## src/rtl/if_fetch_unit.sv

```systemverilog
// Instruction-fetch stage: owns the PC, keeps one request outstanding to the
// I-cache and feeds the instruction/PC pair plus load/flush controls to IF/ID.
module if_fetch_unit #(
  parameter logic [31:0] RESET_PC = 32'h0000_0000
) (
  input  logic        clk_i,
  input  logic        rst_i,
  input  logic        stall_i,
  input  logic        redirect_i,
  input  logic [31:0] redirect_pc_i,
  output logic        icache_req_o,
  output logic [31:0] icache_addr_o,
  input  logic        icache_valid_i,
  input  logic [31:0] icache_rdata_i,
  output logic [31:0] Instr_o,
  output logic [31:0] PC_o,
  output logic        IF_ID_Write_o,
  output logic        flush_o
);

  localparam int unsigned XLEN = 32;

  typedef enum logic [1:0] {
    ST_WAIT = 2'd0,
    ST_HOLD = 2'd1,
    ST_DROP = 2'd2
  } state_t;

  state_t            state_r, state_nxt;
  logic [XLEN-1:0]   pc_r, pc_nxt;
  logic [XLEN-1:0]   buf_r, buf_nxt;
  logic [XLEN-1:0]   pc_inc;
  logic [XLEN-1:0]   redirect_tgt;
  logic              unused_redirect_lsbs;

  assign pc_inc               = pc_r + XLEN'(4);
  assign redirect_tgt         = {redirect_pc_i[XLEN-1:2], 2'b00};
  assign unused_redirect_lsbs = ^redirect_pc_i[1:0];

  // State, PC and hold-buffer registers
  always_ff @(posedge clk_i or negedge rst_i) begin
    if (!rst_i) begin
      state_r <= ST_WAIT;
      pc_r    <= RESET_PC;
      buf_r   <= '0;
    end else begin
      state_r <= state_nxt;
      pc_r    <= pc_nxt;
      buf_r   <= buf_nxt;
    end
  end

  // Next-state and combinational outputs; redirect > response > stall
  always_comb begin
    state_nxt     = state_r;
    pc_nxt        = pc_r;
    buf_nxt       = buf_r;
    icache_req_o  = 1'b0;
    icache_addr_o = pc_r;
    Instr_o       = '0;
    PC_o          = pc_r;
    IF_ID_Write_o = 1'b0;
    flush_o       = 1'b0;

    case (state_r)
      ST_WAIT: begin
        icache_req_o = 1'b1;
        if (redirect_i) begin
          IF_ID_Write_o = 1'b1;
          flush_o       = 1'b1;
          pc_nxt        = redirect_tgt;
          state_nxt     = icache_valid_i ? ST_WAIT : ST_DROP;
        end else if (icache_valid_i) begin
          if (!stall_i) begin
            Instr_o       = icache_rdata_i;
            IF_ID_Write_o = 1'b1;
            pc_nxt        = pc_inc;
          end else begin
            buf_nxt   = icache_rdata_i;
            state_nxt = ST_HOLD;
          end
        end else if (!stall_i) begin
          IF_ID_Write_o = 1'b1;
          flush_o       = 1'b1;
        end
      end

      ST_HOLD: begin
        // Any response seen here is a protocol error and is ignored
        if (redirect_i) begin
          IF_ID_Write_o = 1'b1;
          flush_o       = 1'b1;
          pc_nxt        = redirect_tgt;
          state_nxt     = ST_WAIT;
        end else begin
          Instr_o = buf_r;
          if (!stall_i) begin
            IF_ID_Write_o = 1'b1;
            pc_nxt        = pc_inc;
            state_nxt     = ST_WAIT;
          end
        end
      end

      ST_DROP: begin
        if (redirect_i) begin
          IF_ID_Write_o = 1'b1;
          flush_o       = 1'b1;
          pc_nxt        = redirect_tgt;
        end else begin
          IF_ID_Write_o = ~stall_i;
          flush_o       = ~stall_i;
        end
        if (icache_valid_i) begin
          state_nxt = ST_WAIT;
        end
      end

      default: begin
        state_nxt = ST_WAIT;
      end
    endcase

    // Reset forces every output low without waiting for a clock
    if (!rst_i) begin
      icache_req_o  = 1'b0;
      icache_addr_o = '0;
      Instr_o       = '0;
      PC_o          = '0;
      IF_ID_Write_o = 1'b0;
      flush_o       = 1'b0;
    end
  end

endmodule

```

## config.mk

```make
export PLATFORM = sky130hd
export DESIGN_NAME = if_fetch_unit
export DESIGN_NICKNAME = d
export VERILOG_FILES = /design/src/rtl/if_fetch_unit.sv
export SDC_FILE = /design/constraint.sdc
export NUM_CORES = 1
export LEC_CHECK = 0
export CAP_MARGIN = 20
export CORE_UTILIZATION = 28
export CTS_BUF_LIST = sky130_fd_sc_hd__clkbuf_8 sky130_fd_sc_hd__clkbuf_16
export CTS_CLUSTER_DIAMETER = 50
export DETAILED_ROUTE_END_ITERATION = 6
export HOLD_SLACK_MARGIN = 0.15
export RECOVER_POWER = 100
export SLEW_MARGIN = 25
export SYNTH_ARGS = -nofsm -noshare
export SYNTH_HDL_FRONTEND = slang
export SYNTH_SLANG_ARGS = --single-unit
export TNS_END_PERCENT = 100
```

## constraint.sdc

```tcl
create_clock -name clk_i -period 3.1 [get_ports clk_i]
set_input_delay 0.31 -clock clk_i [delete_from_list [all_inputs] [get_ports clk_i]]
set_output_delay 0.31 -clock clk_i [all_outputs]
set_load 0.005 [all_outputs]
```

==> impl_results.rst <==
.. list-table::
   :header-rows: 1

   * - Metric
     - Value
   * - Run status
     - finished with violations
   * - Violated checks
     - DRC
   * - Most frequent cells after synthesis
     - dfrtp_1 (64), nor2_1 (51), and2_1 (37)
   * - Top cells by area in the synthesized netlist
     - dfrtp_1 (38%), mux2_2 (8.5%), buf_4 (6.2%)
   * - HPWL after DPL
     - 9000 um
   * - Synthesized flop and latch total
     - 64
   * - Vias in the first global route
     - 3,991
   * - Total routed wirelength
     - 12,400 um
   * - Worst ir drop on vdd
     - 0.000248 V
   * - Most repeated cell in the gate-level netlist after synthesis
     - dfrtp_1
   * - Most used flip-flop cell after synthesis
     - dfrtp_1
   * - Worst-margin pin slew
     - 1.15 ns
   * - Number of sinks driven by the clock tree
     - 64
   * - Clk slew on worst S/H paths
     - 0.05 ns
   * - Total overflow reported by the global router
     - 0
   * - Antenna violations before repair
     - 0
   * - Worst path required time
     - 2.79 ns
   * - Number of I/O pins
     - 168
   * - Fraction of synthesized cell area taken by the top area cell type
     - 0.379
   * - Wire length per cell
     - 15.8 um
   * - Post-synthesis cell type count
     - 55
   * - Post-cts repair resize count
     - 0
   * - Worst Clk Skew
     - 0.00506 ns
   * - Number of design rule violations left after detail routing
     - 24
   * - Max-cap violation count
     - 0
   * - H-tree level count
     - 3
   * - WS Path Type
     - reg2out
   * - Number of diodes
     - 0
   * - Proportion of layout cells with a drive suffix above 1
     - 0.123
   * - Most used cell, CP
     - nor2_1
   * - Max frequency
     - 347 MHz
   * - Post-Synthesis Mean Instance Area
     - 8.89 um^2
   * - # fillers
     - 1,461
   * - Count of antenna-violating nets left after detailed routing
     - 0
   * - Hold Path Class
     - in2async
   * - Clock tree from TritonCTS
     - built
   * - Cell with the largest stage delay on the worst path
     - dlygate4sd3_1
   * - Layout overhead on the synthesized area
     - 44.2%
   * - Number of detailed-route iterations in the first pass
     - 7
   * - Insertion delay of the later-clocked pin in the worst-skew pair
     - 0.32 ns
   * - Placer's final routability congestion estimate
     - 0.830
   * - Global-route wire length before repair
     - 20,300 um
   * - Die area
     - 15,600 um^2
   * - Sequential area share after synthesis
     - 0.379
   * - Setup crit start kind
     - register
   * - Initial cell density of the core
     - 0.289
   * - GRT Resource Usage Total
     - 0.161
   * - Clock tree root buffer cell
     - clkbuf_16
   * - Endpoint kind of the worst setup timing path
     - output pin
   * - Data arrival, critical path
     - 2.57 ns
   * - Final setup violation count
     - 0
   * - Setup repair after global routing missed its margin
     - false
   * - Dominant cell type by area after synthesis
     - dfrtp_1
   * - Peak fanout along the critical path
     - 19
   * - Logic depth of the worst register-to-register path
     - 6
   * - Pin count of the biggest net entering global routing
     - 39
   * - Via count normalized by instance count
     - 5.07
   * - Shortest period the worst path allows
     - 2.88 ns
   * - Core area
     - 14,600 um^2
   * - Power per Cell Area
     - 507 nW/um^2
   * - Count of placed standard cells in the final layout, fillers left out
     - 788
   * - Floorplan die height
     - 125 um
   * - Max_slew headroom
     - 0.234
   * - Async set-or-reset flop fraction in the synthesized netlist
     - 1.00
   * - Hold Buf Count CTS
     - 1
   * - Lkg Pwr
     - 0.00235 uW
   * - Setup fix buffers added after clock tree synthesis
     - 0
   * - CTS max path bufs
     - 2
   * - First-iteration detailed-routing DRC count
     - 310
   * - Total via count after detailed routing
     - 3,994
   * - Setup TNS Final
     - 0 ns
   * - Ys Warns
     - 0
   * - Horizontal die dimension
     - 125 um
   * - Max-slew violations
     - 0
   * - Fraction of the cycle the final worst path needs
     - 0.929
   * - Crit path cell chain
     - nor2_1, nor4bb_4, clkbuf_4, a22oi_1, nor2_1, dlygate4sd3_1
   * - Mapped Area
     - 4230 um^2
   * - Placed Instances
     - 771
   * - FP Rows
     - 44
   * - Count of flip-flops with a built-in enable after synthesis
     - 0
   * - Buffers on Ports
     - 161
   * - Crit-path max cell delay
     - 0.59 ns
   * - Clock buffers created by TritonCTS
     - 9
   * - Synthesized netlist cell count
     - 476
   * - Final hold violation count
     - 0
   * - Number of nets in the layout
     - 669
## sequential cells by signal, summed over array words and instances (netlist names)
signal	count
buf_r	32
state_r	2
pc_r	30
## worst max-delay path: cells and delay by family, from the launching register on
family / cells / cell delay, ns
buffers and inverters: 2 / 0.92
flip-flops: 1 / 0.50
AND/OR/NAND/NOR: 3 / 0.72
AO/OA/AOI/OAI: 1 / 0.10
## worst paths after layout
check | startpoint | end | slack [ns]
max | state_r[1]$_DFFE_PN0P_ | Instr_o[8] | 0.22
min | rst_i | pc_r[10]$_DFFE_PN0P_ | 0.46
max reg2reg | state_r[0]$_DFFE_PN0P_ | pc_r[14]$_DFFE_PN0P_ | 0.48
min reg2reg | buf_r[12]$_DFFE_PN0P_ | buf_r[12]$_DFFE_PN0P_ | 0.51
max in group asynchronous | rst_i | buf_r[12]$_DFFE_PN0P_ | 1.24
min in group clk_i | buf_r[12]$_DFFE_PN0P_ | buf_r[12]$_DFFE_PN0P_ | 0.51
## logic make-up (layout without fill, tap and decap cells)
logic type,count (synthesis),after routing,synth area share
adder cells (fa/ha/maj),1,1,0.00296
multiplexers,33,33,0.0875
AND/OR/NAND/NOR,180,180,0.231
buffers and inverters,75,200,0.103
AO/OA/AOI/OAI,122,122,0.196
flip-flops,64,64,0.379
other,1,4,0.000886
## area by class of cell
type,count,area (um^2),area share
Sequential cell,64,1600,0.263
Inverter,6,22.5,0.00369
Clock buffer,13,280,0.0460
Clock inverter,3,38.8,0.00636
Multi-Input combinational cell,340,2220,0.363
Tap cell,184,230,0.0378
Timing Repair Buffer,178,1710,0.280
## through the flow
stage | utilization | area, um^2 | power (uW) | hold WS (ns) | worst slack, ns
6_report | 0.416 | 6100 | 3090 | 0.456 | 0.219
5_1_grt | 0.416 | 6100 | 3250 | 0.505 | 0.0290
4_1_cts | 0.421 | 6160 | 3150 | 0.466 | 0.257
3_5_place_dp | 0.398 | 5830 | 2080 | 0.273 | 0.443
3_3_place_gp | 0.398 | 5830 | 2060 | 0.263 | 0.418
2_1_floorplan | - | 4240 | 1680 | 0.0144 | 1.30
## metal layers
layer,track usage,part of all wire,up-vias,wire [um]
met5,0,0,-,0
met3,0.0374,0.057,10,707
met2,0.264,0.47,140,5860
li1,-,-,1930,-
met1,0.208,0.46,1914,5690
met4,0.0524,0.013,0,159
## power by group
| group | internal [uW] | leakage (uW) | switching (uW) |
|---|---|---|---|
| combinational | 474 | 0.00145 | 352 |
| sequential | 1020 | 0.000745 | 175 |
| clock | 706 | 0.000163 | 363 |
| total | 2200 | 0.00235 | 890 |
## layout by cell type (no fill, tap or decap), types with 9 or more instances in the layout
cell             synthesis  final
nand2_1                 25     25
nand4_1                 11     12
clkbuf_16                0      9
a22oi_1                 33     33
and3_1                  10     10
and2_0                   0     31
dlygate4sd3_1            0     36
dfrtp_1                 64     64
mux2_2                  32     32
nor3_1                  12     11
clkdlybuf4s50_1          0    125
nor2_1                  51     51
a21oi_1                 28     28
o21ai_0                 18     18
nand3_1                 13     13
(Power assumes the default switching activity.)
